<file path="config.mk">
export PLATFORM = sky130hd
export DESIGN_NAME = spi_slave_ctrl_flat
export DESIGN_NICKNAME = d
export VERILOG_FILES = /design/src/rtl/spi_slave_pkg.sv /design/src/rtl/spi_slave_ctrl_if.sv /design/src/rtl/spi_bit_counter.sv /design/src/rtl/spi_slave_ctrl.sv /design/src/flat_wrapper.sv
export SDC_FILE = /design/constraint.sdc
export NUM_CORES = 1
export LEC_CHECK = 0
export BUFFER_PORTS_ARGS = -buffer_cell sky130_fd_sc_hd__buf_2
export CAP_MARGIN = 15
export CORE_AREA = 2 2 77 79
export DETAILED_ROUTE_END_ITERATION = 8
export DIE_AREA = 0 0 79 81
export PLACE_DENSITY = 0.57
export SETUP_SLACK_MARGIN = 0.4
export SLEW_MARGIN = 20
export SYNTH_ARGS = -nofsm -noshare
export SYNTH_HDL_FRONTEND = slang
export SYNTH_HIERARCHICAL = 1
export SYNTH_SLANG_ARGS = --single-unit
export TNS_END_PERCENT = 10
</file>
<file path="constraint.sdc">
create_clock -name clk -period 1.65 [get_ports clk]
set_input_delay 0.33 -clock clk [delete_from_list [all_inputs] [get_ports clk]]
set_output_delay 0.33 -clock clk [all_outputs]
set_load 0.1 [all_outputs]
</file>
<file path="src/rtl/spi_slave_pkg.sv">
`default_nettype none
// ============================================================
// spi_slave_pkg : shared types and constants for the SPI slave
// Revision: 1.0
// ============================================================
package spi_slave_pkg;

  typedef enum logic [2:0] {
    IDLE      = 3'd0,
    CHK_CMD   = 3'd1,
    WRITE     = 3'd2,
    READ_ADD  = 3'd3,
    READ_DATA = 3'd4,
    RD_WAIT   = 3'd5,
    RD_SEND   = 3'd6,
    HOLD      = 3'd7
  } state_t;

  localparam logic [1:0] CMD_WR_ADDR = 2'b00;
  localparam logic [1:0] CMD_WR_DATA = 2'b01;
  localparam logic [1:0] CMD_RD_ADDR = 2'b10;
  localparam logic [1:0] CMD_RD_DATA = 2'b11;

  localparam int DEF_FRAME_W = 10;
  localparam int DEF_TX_W    = 8;

endpackage
`default_nettype wire

</file>
<file path="src/rtl/spi_slave_ctrl_if.sv">
`default_nettype none
// ============================================================
// spi_slave_ctrl_if : SPI pins plus memory-side rx/tx handshake
// Revision: 1.0
// ============================================================
interface spi_slave_ctrl_if #(
  parameter int FRAME_W = spi_slave_pkg::DEF_FRAME_W,
  parameter int TX_W    = spi_slave_pkg::DEF_TX_W
);
  logic               SS_n;
  logic               MOSI;
  logic               MISO;
  logic [FRAME_W-1:0] rx_data;
  logic               rx_valid;
  logic [TX_W-1:0]    tx_data;
  logic               tx_valid;

  modport slave (
    input  SS_n, MOSI, tx_data, tx_valid,
    output MISO, rx_data, rx_valid
  );

  modport master (
    output SS_n, MOSI, tx_data, tx_valid,
    input  MISO, rx_data, rx_valid
  );
endinterface
`default_nettype wire

</file>
<file path="src/rtl/spi_bit_counter.sv">
`default_nettype none
// ============================================================
// spi_bit_counter : per-frame bit counter, cleared when idle
// Revision: 1.0
// ============================================================
module spi_bit_counter #(
  parameter int CNT_W = 4
) (
  input  wire logic             clk,
  input  wire logic             rst_n,
  input  wire logic             run_i,
  input  wire logic             clear_i,
  output logic      [CNT_W-1:0] count_o
);

  logic [CNT_W-1:0] count_q;
  logic [CNT_W-1:0] count_d;

  always_comb begin
    count_d = count_q + 1'b1;
    if (clear_i || !run_i) count_d = '0;
  end

  always_ff @(posedge clk) begin
    if (!rst_n) count_q <= '0;
    else        count_q <= count_d;
  end

  assign count_o = count_q;

endmodule
`default_nettype wire

</file>
<file path="src/rtl/spi_slave_ctrl.sv">
`default_nettype none
// ============================================================
// spi_slave_ctrl : SPI slave frame sequencer (rx deserialise, tx readback)
// Revision: 1.0
// ============================================================
module spi_slave_ctrl
  import spi_slave_pkg::*;
#(
  parameter int FRAME_W = DEF_FRAME_W,
  parameter int TX_W    = DEF_TX_W,
  parameter int CNT_W   = 4
) (
  input  wire logic       clk,
  input  wire logic       rst_n,
  spi_slave_ctrl_if.slave bus
);

  state_t             state_q, state_d;
  logic [FRAME_W-2:0] shift_q, shift_d;
  logic [FRAME_W-1:0] rx_data_q, rx_data_d;
  logic               rx_valid_q, rx_valid_d;
  logic               miso_q, miso_d;
  logic [TX_W-2:0]    tx_q, tx_d;
  logic               rd_addr_seen_q, rd_addr_seen_d;
  logic               cnt_run;
  logic [CNT_W-1:0]   cnt;

  assign cnt_run = (state_q == WRITE) || (state_q == READ_ADD) ||
                   (state_q == READ_DATA) || (state_q == RD_SEND);

  spi_bit_counter #(.CNT_W(CNT_W)) u_cnt (
    .clk     (clk),
    .rst_n   (rst_n),
    .run_i   (cnt_run),
    .clear_i (bus.SS_n),
    .count_o (cnt)
  );

  always_comb begin
    state_d        = state_q;
    shift_d        = shift_q;
    rx_data_d      = rx_data_q;
    rx_valid_d     = 1'b0;
    miso_d         = miso_q;
    tx_d           = tx_q;
    rd_addr_seen_d = rd_addr_seen_q;

    // Deselect outside IDLE discards whatever frame is in flight.
    if (bus.SS_n && (state_q != IDLE)) begin
      state_d = IDLE;
      miso_d  = 1'b0;
    end else begin
      unique case (state_q)
        IDLE: begin
          miso_d = 1'b0;
          if (!bus.SS_n) state_d = CHK_CMD;
        end
        CHK_CMD: begin
          if (!bus.MOSI)          state_d = WRITE;
          else if (rd_addr_seen_q) state_d = READ_DATA;
          else                    state_d = READ_ADD;
        end
        WRITE, READ_ADD, READ_DATA: begin
          shift_d = {shift_q[FRAME_W-3:0], bus.MOSI};
          if (cnt == CNT_W'(FRAME_W - 1)) begin
            rx_data_d  = {shift_q, bus.MOSI};
            rx_valid_d = 1'b1;
            if (state_q == READ_DATA) begin
              rd_addr_seen_d = 1'b0;
              state_d        = RD_WAIT;
            end else begin
              if (state_q == READ_ADD) rd_addr_seen_d = 1'b1;
              state_d = HOLD;
            end
          end
        end
        RD_WAIT: begin
          if (bus.tx_valid) begin
            tx_d    = bus.tx_data[TX_W-2:0];
            miso_d  = bus.tx_data[TX_W-1];
            state_d = RD_SEND;
          end
        end
        RD_SEND: begin
          if (cnt == CNT_W'(TX_W - 1)) begin
            miso_d  = 1'b0;
            state_d = HOLD;
          end else begin
            miso_d = tx_q[TX_W-2];
            tx_d   = {tx_q[TX_W-3:0], 1'b0};
          end
        end
        HOLD: ;
        default: state_d = IDLE;
      endcase
    end
  end

  always_ff @(posedge clk) begin
    if (!rst_n) begin
      state_q        <= IDLE;
      shift_q        <= '0;
      rx_data_q      <= '0;
      rx_valid_q     <= 1'b0;
      miso_q         <= 1'b0;
      tx_q           <= '0;
      rd_addr_seen_q <= 1'b0;
    end else begin
      state_q        <= state_d;
      shift_q        <= shift_d;
      rx_data_q      <= rx_data_d;
      rx_valid_q     <= rx_valid_d;
      miso_q         <= miso_d;
      tx_q           <= tx_d;
      rd_addr_seen_q <= rd_addr_seen_d;
    end
  end

  assign bus.MISO     = miso_q;
  assign bus.rx_data  = rx_data_q;
  assign bus.rx_valid = rx_valid_q;

endmodule
`default_nettype wire

</file>
<file path="src/flat_wrapper.sv">
// flat-port wrapper written by rule: the top's interface ports become plain ports
module spi_slave_ctrl_flat import spi_slave_pkg::*;
#(
  parameter int FRAME_W = DEF_FRAME_W,
  parameter int TX_W    = DEF_TX_W,
  parameter int CNT_W   = 4
)
  (clk, rst_n, bus_SS_n, bus_MOSI, bus_tx_data, bus_tx_valid, bus_MISO, bus_rx_data, bus_rx_valid);
  spi_slave_ctrl_if #(.FRAME_W(FRAME_W), .TX_W(TX_W)) bus_i ();
  input  wire logic clk;
  input  wire logic rst_n;
  input wire logic [$bits(bus_i.SS_n)-1:0] bus_SS_n;
  input wire logic [$bits(bus_i.MOSI)-1:0] bus_MOSI;
  input wire logic [$bits(bus_i.tx_data)-1:0] bus_tx_data;
  input wire logic [$bits(bus_i.tx_valid)-1:0] bus_tx_valid;
  output wire logic [$bits(bus_i.MISO)-1:0] bus_MISO;
  output wire logic [$bits(bus_i.rx_data)-1:0] bus_rx_data;
  output wire logic [$bits(bus_i.rx_valid)-1:0] bus_rx_valid;
  assign bus_i.SS_n = bus_SS_n;
  assign bus_i.MOSI = bus_MOSI;
  assign bus_i.tx_data = bus_tx_data;
  assign bus_i.tx_valid = bus_tx_valid;
  assign bus_MISO = bus_i.MISO;
  assign bus_rx_data = bus_i.rx_data;
  assign bus_rx_valid = bus_i.rx_valid;
  spi_slave_ctrl #(.FRAME_W(FRAME_W), .TX_W(TX_W), .CNT_W(CNT_W)) u_core (.clk(clk), .rst_n(rst_n), .bus(bus_i));
endmodule
</file>
==> metrics, run 1 <==
maximum fanout along the worst path 6; worst rel slew slack 0.6759; root buffer cell clkbuf_8; crit-path max cell delay ~0.44 ns; Die Wd 79 um; number of enable flip-flop cells after synthesis 0; commonest cells after routing, fill and taps aside 32 x dfxtp_1, 24 x buf_2, 19 x nand2_1; final worst path period need 1.536 ns; Die H a little over 80 um; Layout Skew 0.005324 ns; TritonCTS Sinks 36; initial antenna violation count 0; CP bufs+invs 2; crit path launch type flop; Avg Inst Size Synth between 9 and 10 um2; largest net degree at the start of global routing 35; Leakage ~0.90 nW; Starting Density 0.2846; first-pass GRT wire length 5464 um; HPWL after detailed placement 2235 um; TritonCTS buffer count 5; run status complete, no violations; row count 28; Final Hold Fails 0; drt total wl approximately 3500 um; Vias/cell 4.622; final total negative setup slack 0 ns; Multi-input gate area 877.1 um2; DR vias 1322; # H-tree levels 2; GPL Wtd Cong between 0.7 and 0.8; most common cell after layout, fill and taps aside dfxtp_1; Worst-path clk slew 0.07 ns; CP Data Arrival Time 1.75 ns; critical path, cell by cell or3b_4, a211oi_4, buf_6, buf_12, nand3_1, o21ai_0; Max-Cap Viols 0; port bufs 24; Area growth syn-to-layout 32.69%; yosys warns 6; max frequency 651.1 MHz; mapped cell area 1615 um2; drt drc 0; fin crit share 0.9308; grt ovf 0; FF/Latch Area 728.2 um2; Skew-Pair Late Insertion Delay 0.29 ns; CTS tree done; sequential-to-total area share from yosys stat 0.4462; layout cells sized above 1 0.2891; final setup fails 0; Worst Hold Class input pin to flop; Power Density 1072 nW/um2; Mapped Nets 191; Crit path max-delay family simple AND/OR/NAND/NOR gates; Layout fillers 594; RSZ-0062 raised after global routing true; number of synthesized register bits 36; Worst VDD drop roughly 600 uV; Ports 25; GRT Overall Usage 0.1101; Clock Tree Buf Depth 2; WL per Instance 12.14 um; asr flop ratio synth 0; top_reg_cell synth dfxtp_1; critical path's slowest cell or3b_4; CP Data Required Time 1.86 ns; core footprint approximately 5700 um2; Tightest Pin Transition 0.4895 ns; Max Slew Vio Count 0; # nets final approximately 220; Syn Inst Count between 150 and 200; post-synthesis cell type count 37; crit end category flop; Util after Layout 0.3776; critical path class flop to flop; DR pass1 iterations 3; die area 6399 um2; Antenna Nets Post-Route 0; initial drt markers 34; Antenna Cells 0; vias in the first global route 1146
## logic make-up after synthesis
logic type               Yosys count  synth area share
flip-flops                        36            0.4462
adder cells (fa/ha/maj)            1          0.007745
AO/OA/AOI/OAI                     35            0.1534
buffers and inverters             17           0.04880
XOR/XNOR                           1          0.005423
multiplexers                      17            0.1053
AND/OR/NAND/NOR                   70            0.2332
## tightest hold or removal path, stage by stage
cell and delay [ns]:
buf_2 0.10, nand3_1 0.05, a21boi_1 0.05
## routing by layer
metal	track usage	wire length, um
met5	0	0
met4	0.05690	57
met3	0.03556	131
met2	0.1644	1608
met1	0.1421	1675
## path summary, 6_finish.rpt
check / slack [ns] / to / cells after the start / startpoint
min reg2reg: 0.46 / u_core/bus.rx_data[6] / 2 / u_core/bus.rx_data[6]
max reg2reg: 0.11 / u_core/bus.rx_data[5] / 6 / u_core/state_q[1]
min: 0.30 / u_core/tx_q[0] / 3 / bus_tx_data[0]
max: 0.11 / u_core/bus.rx_data[5] / 6 / u_core/state_q[1]
## power breakdown
part           internal (W)  switching (W)
sequential         0.000919      0.0000486
combinational      0.000270       0.000289
clock              0.000449       0.000323
## flip-flops by register name, indices dropped and copies added, names as in the netlist
signal	flops
u_core/u_cnt/count_o	4
u_core/shift_q	9
u_core/rd_addr_seen_q	1
u_core/bus.rx_data	10
u_core/bus.rx_valid	1
u_core/bus.MISO	1
u_core/tx_q	7
u_core/state_q	3
## cells in the mapped netlist (2+ instances only)
cell type,n,share of area
nand3b_1,3,0.014
nand3_1,12,0.037
dfxtp_1,36,0.45
nand4b_1,3,0.016
nand2_1,19,0.044
nand2b_1,4,0.015
buf_2,6,0.019
nor2b_1,9,0.035
o21ai_0,9,0.028
inv_1,4,0.0093
buf_4,2,0.0093
clkbuf_1,5,0.012
nor2_1,10,0.023
nor3_1,3,0.0093
nand4bb_1,2,0.014
o21ai_1,3,0.0093
mux2i_1,17,0.11
a21oi_1,6,0.019
o211a_1,6,0.037
## per-stage QoR
| step | instances | setup slack, ns | area, um2 | power [W] | hold slack, ns |
|---|---|---|---|---|---|
| floorplan | 177 | 0.2607 | 1664 | 0.001339 | 0.4432 |
| global placement | 274 | 0.1650 | 1923 | 0.001504 | 0.4322 |
| detailed placement | 274 | 0.1566 | 1923 | 0.001505 | 0.4461 |
| CTS | 282 | 0.1645 | 2046 | 0.002295 | 0.3008 |
| global route | 286 | 0.08292 | 2143 | 0.002424 | 0.3048 |
| finish | 286 | 0.1142 | 2143 | 0.002298 | 0.2964 |
## layout make-up
class | instances | share of cell area
Multi-Input combinational cell | 124 | 0.4092
Sequential cell | 36 | 0.3398
Timing Repair Buffer | 39 | 0.1500
Tap cell | 75 | 0.04378
Clock buffer | 6 | 0.03386
Clock inverter | 2 | 0.01635
Inverter | 4 | 0.007005
## repair_timing
item	in CTS	in global routing
resized for setup	2	10
pin swaps	0	5
hold buffers	0	0
buffers inserted	0	2
setup endpoints to repair	40	46
hold endpoints to repair	0	0
gates cloned	0	2
No activity file was read; power rests on OpenSTA's default activity.
==> run 2, diff against run 1 <==
--- a/config.mk
+++ b/config.mk
@@ -5,12 +5,12 @@
 export SDC_FILE = /design/constraint.sdc
 export NUM_CORES = 1
 export LEC_CHECK = 0
-export BUFFER_PORTS_ARGS = -buffer_cell sky130_fd_sc_hd__buf_2
+export BUFFER_PORTS_ARGS = -buffer_cell sky130_fd_sc_hd__buf_4
 export CAP_MARGIN = 15
-export CORE_AREA = 2 2 77 79
+export CORE_AREA = 2 2 67 69
 export DETAILED_ROUTE_END_ITERATION = 8
-export DIE_AREA = 0 0 79 81
-export PLACE_DENSITY = 0.57
+export DIE_AREA = 0 0 69 71
+export PLACE_DENSITY = 0.69
 export SETUP_SLACK_MARGIN = 0.4
 export SLEW_MARGIN = 20
 export SYNTH_ARGS = -nofsm -noshare
==> constraint.sdc (replaced) <==
create_clock -name clk -period 1.65 [get_ports clk]
set_input_delay 0.165 -clock clk [delete_from_list [all_inputs] [get_ports clk]]
set_output_delay 0.165 -clock clk [all_outputs]
set_load 0.1 [all_outputs]
==> metrics, run 2 (synthesized netlist as in run 1, its figures left out) <==
run status complete, no violations (unchanged); TritonCTS buffer count 5 (unchanged); logic gate share of total power 0.279 (was 0.243); initial drt markers 56 (was 34); CP bufs+invs 1 (was 2); initial antenna violation count 0 (unchanged); drt drc 0 (unchanged); clock group share of total power 0.284 (was 0.336); Clock Tree Buf Depth 2 (unchanged); commonest cells after routing, fill and taps aside 39 x buf_4, 30 x dfxtp_1, 19 x nand2_1 (was 32 x dfxtp_1, 24 x buf_2, 19 x nand2_1); # H-tree levels 2 (unchanged); Max Slew Vio Count 0 (unchanged); final setup fails 0 (unchanged); critical path's slowest cell or3b_4 (unchanged); die area 4899 um2 (was 6399 um2); non-filler cells, final 266 (was 286); Vias/cell 5.011 (was 4.622); Leakage 0.8997 nW (was 0.8995 nW); Final Hold Fails 0 (unchanged); WL per Instance 12.14 um (about the same); CP Data Arrival Time 1.75 ns (about the same); worst rel slew slack 0.8222 (was 0.6759); Antenna Nets Post-Route 0 (unchanged); Met2 Routed Length 1491 um (was 1608 um); Util after Layout 0.5021 (was 0.3776); max reg flops 10 (unchanged); max frequency 653.7 MHz (was 651.1 MHz); Net Switching 0.0006651 W (was 0.0006603 W); Layout fillers 419 (was 594); critical path class flop to flop (unchanged); row count 24 (was 28); final total negative setup slack 0 ns (unchanged); HPWL after detailed placement 2137 um (was 2235 um); crit end category flop (unchanged); Worst Hold Class input pin to flop (unchanged); Max-Cap Viols 0 (unchanged); switching share of power 0.3040 (was 0.2873); DR pass1 iterations 4 (was 3); port bufs 24 (unchanged); GRT Overall Usage 0.1402 (was 0.1101); Antenna Cells 0 (unchanged); GPL Wtd Cong 0.7899 (was 0.7381); largest net degree at the start of global routing 31 (was 35); maximum fanout along the worst path 7 (was 6); Area growth syn-to-layout 30.67% (was 32.69%); crit-path max cell delay 0.44 ns (about the same); core footprint 4204 um2 (was 5675 um2); most common cell after layout, fill and taps aside buf_4 (was dfxtp_1); Tightest Pin Transition 0.2658 ns (was 0.4895 ns); fin crit share 0.9271 (was 0.9308); Seq pwr share 0.437 (was 0.421); Ports 25 (unchanged); RSZ-0062 raised after global routing true (unchanged); # nets final 227 (was 224); Starting Density 0.3842 (was 0.2846); FF/Latch Area 733.2 um2 (was 728.2 um2); Worst VDD drop 563.8 uV (was 604.1 uV); first-pass GRT wire length 5554 um (was 5464 um); CP Data Required Time 1.87 ns (was 1.86 ns); crit path launch type flop (unchanged); grt ovf 0 (unchanged); Multi-input gate area 874.6 um2 (was 877.1 um2); Hold Buf Count CTS 0 (unchanged); layout cells sized above 1 0.3131 (was 0.2891); Die Wd 69 um (was 79 um); Int Power 0.001522 W (was 0.001638 W); Met3 Wirelength 106 um (was 131 um); Skew-Pair Late Insertion Delay 0.29 ns (about the same); Worst-path clk slew 0.08 ns (was 0.07 ns); Crit path max-delay family simple AND/OR/NAND/NOR gates (unchanged); WL met1 1598 um (was 1675 um); root buffer cell clkbuf_8 (unchanged); CTS tree done (unchanged); drt total wl 3230 um (was 3473 um); critical path, cell by cell or3b_4, a211oi_4, buf_6, nand3_1, o21ai_0 (was or3b_4, a211oi_4, buf_6, buf_12, nand3_1, o21ai_0); top layer in use met4 (unchanged); Power Density 1036 nW/um2 (was 1072 nW/um2); final worst path period need 1.530 ns (was 1.536 ns); TritonCTS Sinks 36 (unchanged); DR vias 1333 (was 1322); vias in the first global route 1225 (was 1146); Layout Skew 0.004659 ns (was 0.005324 ns); placed cells 252 (was 274); Die H 71 um (was 81 um)
-- run 2: cell types whose count changed in the layout (fill, tap and decap cells not counted), sizes merged --
cell	before	now
buf	37	42
bufinv	1	0
clkbuf	8	5
clkinv	1	3
-- run 2: area by class of cell --
| class | count | area share |
|---|---|---|
| multi-input combinational | 124 | 0.4143 |
| sequential | 36 | 0.3474 |
| timing repair buffer | 42 | 0.1589 |
| clock buffer | 5 | 0.03260 |
| tap | 52 | 0.03082 |
| clock inverter | 3 | 0.008892 |
| inverter | 4 | 0.007113 |
-- run 2: power by group through the flow --
| stage | combinational, W | clock, W | sequential [W] |
|---|---|---|---|
| floorplan | 0.000365 | 0 | 0.000973 |
| global route | 0.000666 | 0.000680 | 0.000963 |
| finish | 0.000610 | 0.000621 | 0.000956 |
| CTS | 0.000541 | 0.000645 | 0.000962 |
| detailed placement | 0.000522 | 0 | 0.000976 |
| global placement | 0.000514 | 0 | 0.000977 |
-- run 2: final timing paths --
check	cells after the start	from	slack, ns	end
max	5	u_core/state_q[1]	0.12	u_core/bus.rx_data[7]
min	3	bus_MOSI	0.15	u_core/bus.rx_data[0]
max reg2reg	5	u_core/state_q[1]	0.12	u_core/bus.rx_data[7]
min reg2reg	2	u_core/bus.rx_data[3]	0.45	u_core/bus.rx_data[3]
-- run 2: per-stage QoR --
step	hold WS, ns	worst slack, ns	total power [W]	area [um2]
final	0.1496	0.1203	0.002187	2111
after global routing	0.1549	0.05633	0.002309	2111
after CTS	0.1442	0.1522	0.002149	2038
after detailed placement	0.4416	0.1215	0.001498	1924
after global placement	0.4362	0.1737	0.001491	1924
after floorplan	0.3024	0.2977	0.001338	1647
-- run 2: metal layers --
metal	up-vias	track usage
met4	0	0.08497
li1	697	-
met1	611	0.1792
met2	23	0.2201
met5	-	0
met3	2	0.02707
-- run 2: repair_timing --
| action | in CTS | in global routing |
|---|---|---|
| cloned | 1 | 0 |
| setup buffers | 0 | 5 |
| setup endpoints to repair | 34 | 32 |
| pin swaps | 0 | 4 |
| resized for setup | 6 | 13 |
-- run 2: worst min-delay path: cells and delay by family --
family	cells	cell delay, ns
buffers and inverters	1	0.11
AND/OR/NAND/NOR	1	0.06
AO/OA/AOI/OAI	1	0.07
